<file path="src/rtl/bka_pkg.sv">
// Shared types for the streaming Brent-Kung adder stage.
// Operand beats and sum beats travel through the pipeline as packed structs.
package bka_pkg;

  localparam int ADD_W = 10;

  typedef struct packed {
    logic [ADD_W-1:0] x;
    logic [ADD_W-1:0] y;
    logic             first;
    logic             last;
  } beat_t;

  typedef struct packed {
    logic [ADD_W-1:0] sum;
    logic             cout;
    logic             last;
  } sum_t;

endpackage

</file>
<file path="src/rtl/UBPriBKA_9_0.sv">
// 10-bit unsigned Brent-Kung prefix adder with carry-in.
// S[9:0] is the sum word and S[10] is the carry-out.
module UBPriBKA_9_0 (
  output logic [10:0] S,
  input  logic [9:0]  X,
  input  logic [9:0]  Y,
  input  logic        Cin
);

  function automatic logic [10:0] bk_add(input logic [9:0] a,
                                         input logic [9:0] b,
                                         input logic       cin);
    logic [9:0]  g;
    logic [9:0]  p;
    logic [9:0]  h;
    logic [10:0] c;
    h = a ^ b;
    g = a & b;
    p = h;
    // Folding cin into bit 0 makes every prefix G[i] the carry out of bit i.
    g[0] = g[0] | (p[0] & cin);
    for (int s = 1; s < 10; s = s * 2) begin
      for (int i = 0; i < 10; i++) begin
        if (((i + 1) % (2 * s)) == 0) begin
          g[i] = g[i] | (p[i] & g[i-s]);
          p[i] = p[i] & p[i-s];
        end
      end
    end
    for (int s = 4; s >= 1; s = s / 2) begin
      for (int i = 0; i < 10; i++) begin
        if ((i >= 2 * s) && (((i + 1) % (2 * s)) == s)) begin
          g[i] = g[i] | (p[i] & g[i-s]);
          p[i] = p[i] & p[i-s];
        end
      end
    end
    c = {g, cin};
    return {c[10], h ^ c[9:0]};
  endfunction

  always_comb begin
    S = bk_add(X, Y, Cin);
  end

endmodule

</file>
<file path="src/rtl/bka_stream_adder.sv">
// Streaming multi-word adder: skid register -> Brent-Kung adder -> output register,
// with the carry chained between beats of a packet through carry_q.
module bka_stream_adder
  import bka_pkg::beat_t;
  import bka_pkg::sum_t;
#(
  parameter int ADD_W = 10
) (
  input  logic             clk,
  input  logic             rst_n,
  input  logic             in_valid,
  output logic             in_ready,
  input  logic [ADD_W-1:0] in_x,
  input  logic [ADD_W-1:0] in_y,
  input  logic             in_first,
  input  logic             in_last,
  output logic             out_valid,
  input  logic             out_ready,
  output logic [ADD_W-1:0] out_sum,
  output logic             out_cout,
  output logic             out_last,
  output logic             busy
);

  if (ADD_W != bka_pkg::ADD_W) begin : g_bad_width
    $error("bka_stream_adder: ADD_W must be 10 to match UBPriBKA_9_0");
  end

  beat_t          in_beat;
  beat_t          sel_beat;
  beat_t          skid_q;
  beat_t          skid_d;
  sum_t           out_q;
  sum_t           out_d;
  logic           skid_valid_q;
  logic           skid_valid_d;
  logic           out_valid_q;
  logic           out_valid_d;
  logic           in_ready_q;
  logic           in_ready_d;
  logic           carry_q;
  logic           carry_d;
  logic           busy_q;
  logic           busy_d;
  logic           in_fire;
  logic           out_can_load;
  logic           load_out;
  logic           add_cin;
  logic [ADD_W:0] add_s;

  always_comb begin
    in_beat.x     = in_x;
    in_beat.y     = in_y;
    in_beat.first = in_first;
    in_beat.last  = in_last;
    in_fire       = in_valid & in_ready_q;
    out_can_load  = ~out_valid_q | out_ready;
    // A waiting skid entry is older than anything on the input, so it goes first.
    sel_beat      = skid_valid_q ? skid_q : in_beat;
    load_out      = out_can_load & (skid_valid_q | in_fire);
    add_cin       = sel_beat.first ? 1'b0 : carry_q;
  end

  UBPriBKA_9_0 u_add (
    .S   (add_s),
    .X   (sel_beat.x),
    .Y   (sel_beat.y),
    .Cin (add_cin)
  );

  always_comb begin
    skid_valid_d = skid_valid_q;
    skid_d       = skid_q;
    if (out_can_load && skid_valid_q) begin
      skid_valid_d = in_fire;
      if (in_fire) begin
        skid_d = in_beat;
      end
    end else if (in_fire && !out_can_load) begin
      skid_valid_d = 1'b1;
      skid_d       = in_beat;
    end
    in_ready_d = ~skid_valid_d;
  end

  always_comb begin
    out_valid_d = out_valid_q & ~out_ready;
    out_d       = out_q;
    carry_d     = carry_q;
    // Carry commits when a beat enters the output register, which preserves order.
    if (load_out) begin
      out_valid_d = 1'b1;
      out_d.sum   = add_s[ADD_W-1:0];
      out_d.cout  = add_s[ADD_W];
      out_d.last  = sel_beat.last;
      carry_d     = sel_beat.last ? 1'b0 : add_s[ADD_W];
    end
  end

  always_comb begin
    busy_d = busy_q;
    if (in_fire) begin
      if (in_last) begin
        busy_d = 1'b0;
      end else if (in_first) begin
        busy_d = 1'b1;
      end
    end
  end

  always_ff @(posedge clk or negedge rst_n) begin
    if (!rst_n) begin
      skid_valid_q <= 1'b0;
      skid_q       <= '0;
      out_valid_q  <= 1'b0;
      out_q        <= '0;
      in_ready_q   <= 1'b1;
      carry_q      <= 1'b0;
      busy_q       <= 1'b0;
    end else begin
      skid_valid_q <= skid_valid_d;
      skid_q       <= skid_d;
      out_valid_q  <= out_valid_d;
      out_q        <= out_d;
      in_ready_q   <= in_ready_d;
      carry_q      <= carry_d;
      busy_q       <= busy_d;
    end
  end

  always_comb begin
    in_ready  = in_ready_q;
    out_valid = out_valid_q;
    out_sum   = out_q.sum;
    out_cout  = out_q.cout;
    out_last  = out_q.last;
    busy      = busy_q;
  end

endmodule

</file>
<file path="config.mk">
export PLATFORM = sky130hd
export DESIGN_NAME = bka_stream_adder
export DESIGN_NICKNAME = d
export VERILOG_FILES = /design/src/rtl/bka_pkg.sv /design/src/rtl/UBPriBKA_9_0.sv /design/src/rtl/bka_stream_adder.sv
export SDC_FILE = /design/constraint.sdc
export NUM_CORES = 1
export LEC_CHECK = 0
export ABC_AREA = 1
export CORE_MARGIN = 2
export CORE_UTILIZATION = 55
export DETAILED_ROUTE_END_ITERATION = 12
export PLACE_DENSITY = 0.92
export SLEW_MARGIN = 20
export SYNTH_ARGS = -nofsm -noshare
export SYNTH_HDL_FRONTEND = slang
export SYNTH_SLANG_ARGS = --single-unit
</file>
<file path="constraint.sdc">
create_clock -name clk -period 8.3 [get_ports clk]
set_clock_uncertainty 0.2 [all_clocks]
set_input_delay 0.83 -clock clk [delete_from_list [all_inputs] [get_ports clk]]
set_output_delay 0.83 -clock clk [all_outputs]
set_load 0.1 [all_outputs]
</file>
==> Implementation_results.wiki <==
{| class="wikitable"
! Metric !! Value
|-
| Routability-driven placement congestion ratio || 0.849
|-
| Maximum buffer depth of the clock tree || 2
|-
| Worst-path cell chain || clkdlybuf4s50_1 -> inv_1 -> o21ai_0 -> fa_1 -> fa_1 -> nand3_1 -> nand3_1 -> nand2_1 -> nand2_1 -> fa_1 -> xnor2_1 -> o21ai_0
|-
| CTS tree || built
|-
| Residual DRC || 0
|-
| Cell with the largest stage delay on the worst path || sky130_fd_sc_hd__fa_1
|-
| Final Net Count || 331
|-
| Number of iterations in the first detailed-routing pass || 4
|-
| Synth Cell Area || 0.00215 sq mm
|-
| Critical path's largest stage delay || 0.47 ns
|-
| Arrival time at the worst endpoint || 3.39 ns
|-
| Summed negative setup slack over all endpoints || 0 ns
|-
| Via count normalized by instance count || 5.07
|-
| Cell row count || 22
|-
| Unique masters post-synth || 22
|-
| CP endpoint kind || flip-flop
|-
| Number of sinks handled by clock tree synthesis || 39
|-
| Crit-path most repeated cell || sky130_fd_sc_hd__fa_1
|-
| Worst-case reg-to-reg path depth || 10
|-
| Final Cycle Share || 41.4%
|-
| Max_cap viols || 0
|-
| R2r endpoint || out_sum[9]$_DFFE_PN0P_
|-
| Antenna diode instance count || 0
|-
| Yosys warnings || 0
|-
| Syn Inst Count || 253
|-
| Die H || 66.5 microns
|-
| Width of the die || 66.5 microns
|-
| Maximum clock rate || 0.291 GHz
|-
| PortBufs || 40
|-
| Skew-Pair Late Insertion Delay || 0.30 ns
|-
| Clock input transition at the sequential cells of the worst setup and hold paths || 0.07 ns
|-
| Crit path kind || in2reg
|-
| Fraction of final layout cells with drive strength greater than 1 || 11.0%
|-
| Worst rel slew slack || 35.1%
|-
| Outcome || finished clean
|-
| Final slew viol count || 0
|-
| Setup Fix Bufs, Post-CTS || 0
|-
| Number of antenna-violating nets in the routed design || 0
|-
| Post-detailed-route wirelength per cell || 12.0 microns
|-
| Category of the worst setup path launch point || input port
|-
| Seq/Total Area, Yosys || 45.4%
|-
| Minimum clock period || 3.44 ns
|-
| Cts repair resizes || 0
|-
| Htree depth || 2
|-
| Maximum number of pins on one net before global-route repair || 42
|-
| Class of the most critical hold timing path || reg2reg
|-
| Boundary Pins || 41
|-
| Final-report setup violation count || 0
|-
| Total gr overflow || 0
|-
| Post-Route WL || 4060 microns
|-
| Antenna violations before repair || 0
|-
| Reg2Reg Launch Point || skid_valid_q$_DFF_PN0_
|-
| FF+latch count, synth || 39
|-
| Hold buffers post-CTS || 0
|-
| Core ar. || 0.00372 sq mm
|-
| Final hold violation count || 0
|-
| Average footprint of a synthesized cell || 8.50 sq um
|-
| Number of filler instances in the final layout || 298
|-
| Unrepaired setup endpoints after global routing || false
|-
| Worst Max-Slew Pin Slew || 0.971 ns
|-
| CP Launch Point || in_x[0]
|-
| CTS root buf || sky130_fd_sc_hd__clkbuf_8
|-
| First-pass GRT wire length || 7000 microns
|-
| WHS Path Cells || 2
|-
| All-layer global routing usage || 21.4%
|-
| Max Fanout on Critical Path || 3
|-
| Die Area || 0.00443 sq mm
|-
| DP HPWL || 2990 microns
|-
| Post-Synthesis Net Count || 293
|-
| CTS buffer count || 5
|-
| Worst reg-to-reg setup slack || 5.01 ns
|-
| Area added between synthesis and finish || 22.3%
|-
| Total via count after detailed routing || 1,724
|-
| Number of violations reported at the end of detailed-routing iteration 0 || 121
|-
| Capturing instance or port of the critical path || out_sum[9]$_DFFE_PN0P_
|-
| Vias in the first global route || 1,632
|-
| Data required time at the worst endpoint || 8.25 ns
|-
| Starting utilization of the core area || 57.9%
|}
-- synthesized netlist by cell type --
cell | number | area [sq um]
sky130_fd_sc_hd__dfstp_2 | 1 | 26.3
sky130_fd_sc_hd__xor2_1 | 2 | 17.5
sky130_fd_sc_hd__nor2_1 | 3 | 11.3
sky130_fd_sc_hd__inv_1 | 31 | 116
sky130_fd_sc_hd__or2_2 | 4 | 25.0
sky130_fd_sc_hd__xnor2_1 | 2 | 17.5
sky130_fd_sc_hd__inv_2 | 1 | 3.75
sky130_fd_sc_hd__dfrtp_1 | 38 | 951
sky130_fd_sc_hd__inv_4 | 1 | 6.26
sky130_fd_sc_hd__ha_1 | 8 | 100
sky130_fd_sc_hd__nand2_1 | 90 | 338
sky130_fd_sc_hd__buf_6 | 3 | 33.8
sky130_fd_sc_hd__clkbuf_1 | 5 | 18.8
sky130_fd_sc_hd__a21oi_4 | 1 | 16.3
sky130_fd_sc_hd__o21ai_0 | 30 | 150
sky130_fd_sc_hd__a21oi_1 | 4 | 20.0
sky130_fd_sc_hd__o31ai_1 | 1 | 7.51
sky130_fd_sc_hd__o21ai_2 | 16 | 140
sky130_fd_sc_hd__buf_2 | 1 | 5.00
sky130_fd_sc_hd__a31oi_1 | 1 | 6.26
sky130_fd_sc_hd__fa_1 | 6 | 120
sky130_fd_sc_hd__nand3_1 | 4 | 20.0
-- routing by layer --
metal | track usage (%) | wire (microns) | vias to the layer above | part of all wire, %
met3 | 4.39 | 154 | 8 | 3.8
li1 | - | - | 875 | -
met2 | 35.5 | 1980 | 40 | 49
met5 | 0 | 0 | - | 0
met4 | 12.0 | 99 | 0 | 2.4
met1 | 26.0 | 1830 | 801 | 45
-- placed cells by master, fill, tap and decap left out, types with 2 or more instances in the layout --
| cell | instances |
|---|---|
| sky130_fd_sc_hd__ha_1 | 8 |
| sky130_fd_sc_hd__clkbuf_1 | 2 |
| sky130_fd_sc_hd__a21oi_1 | 4 |
| sky130_fd_sc_hd__dfrtp_1 | 37 |
| sky130_fd_sc_hd__xnor2_1 | 2 |
| sky130_fd_sc_hd__nand2_1 | 90 |
| sky130_fd_sc_hd__clkbuf_8 | 5 |
| sky130_fd_sc_hd__xor2_1 | 2 |
| sky130_fd_sc_hd__o21ai_0 | 30 |
| sky130_fd_sc_hd__fa_1 | 6 |
| sky130_fd_sc_hd__nand3_1 | 4 |
| sky130_fd_sc_hd__o21ai_2 | 16 |
| sky130_fd_sc_hd__clkdlybuf4s50_1 | 39 |
| sky130_fd_sc_hd__nor2_1 | 3 |
| sky130_fd_sc_hd__or2_2 | 4 |
| sky130_fd_sc_hd__inv_1 | 31 |
-- critical path, delay by kind of cell --
family          cells  cell delay, ns
fa+ha+maj           3            1.27
buf+inv             2            0.49
simple gates        4            0.43
compound gates      2            0.22
xor+xnor            1            0.15
-- kinds of logic (layout without fill, tap and decap cells) --
family          Yosys count  in the layout  synth area share, %
compound gates           53             53                 15.8
xor+xnor                  4              4                 1.63
fa+ha+maj                14             14                 10.2
buf+inv                  42             81                 8.55
flops                    39             39                 45.4
simple gates            101            101                 18.3
-- flip-flops by register name (all words and copies together) (netlist names) --
name          flops
out_cout          1
out_last          1
skid_valid_q      1
skid_q           22
carry_q           1
out_sum          10
in_ready          1
busy              1
out_valid         1
-- worst min-delay path by stage --
stage                             endpoint              startpoint  slack [ns]
floorplan           skid_q[14]$_DFFE_PN0P_  skid_q[14]$_DFFE_PN0P_        0.23
global placement    skid_q[14]$_DFFE_PN0P_  skid_q[14]$_DFFE_PN0P_        0.25
global route        out_sum[1]$_DFFE_PN0P_  out_sum[1]$_DFFE_PN0P_        0.30
finish               skid_q[8]$_DFFE_PN0P_   skid_q[8]$_DFFE_PN0P_        0.28
detailed placement  skid_q[18]$_DFFE_PN0P_  skid_q[18]$_DFFE_PN0P_        0.26
CTS                 skid_q[18]$_DFFE_PN0P_  skid_q[18]$_DFFE_PN0P_        0.28
-- through the flow --
stage | hold WS (ns) | utilization [%] | instance area, sq um | cells | setup slack (ns)
2_1_floorplan | 0.234 | - | 2150 | 253 | 5.22
3_3_place_gp | 0.246 | 68.6 | 2550 | 332 | 4.66
3_5_place_dp | 0.263 | 68.6 | 2550 | 332 | 4.55
4_1_cts | 0.284 | 70.8 | 2630 | 340 | 4.61
5_1_grt | 0.300 | 70.8 | 2630 | 340 | 4.65
6_report | 0.282 | 70.8 | 2630 | 340 | 4.86
-- layout make-up --
cell class	instances	area, sq um	share of cell area [%]
flip-flops and latches	39	978	37.2
multi-input cells	172	990	37.6
repair buffers	40	395	15.0
inverters	33	126	4.80
clock inverters	1	5.00	0.190
well taps	48	60.1	2.28
clock buffers	7	76.3	2.90
Power is left out: the tool's default activity adds up to more than one toggle a clock period on the data nets, which glitch-free logic cannot reach.
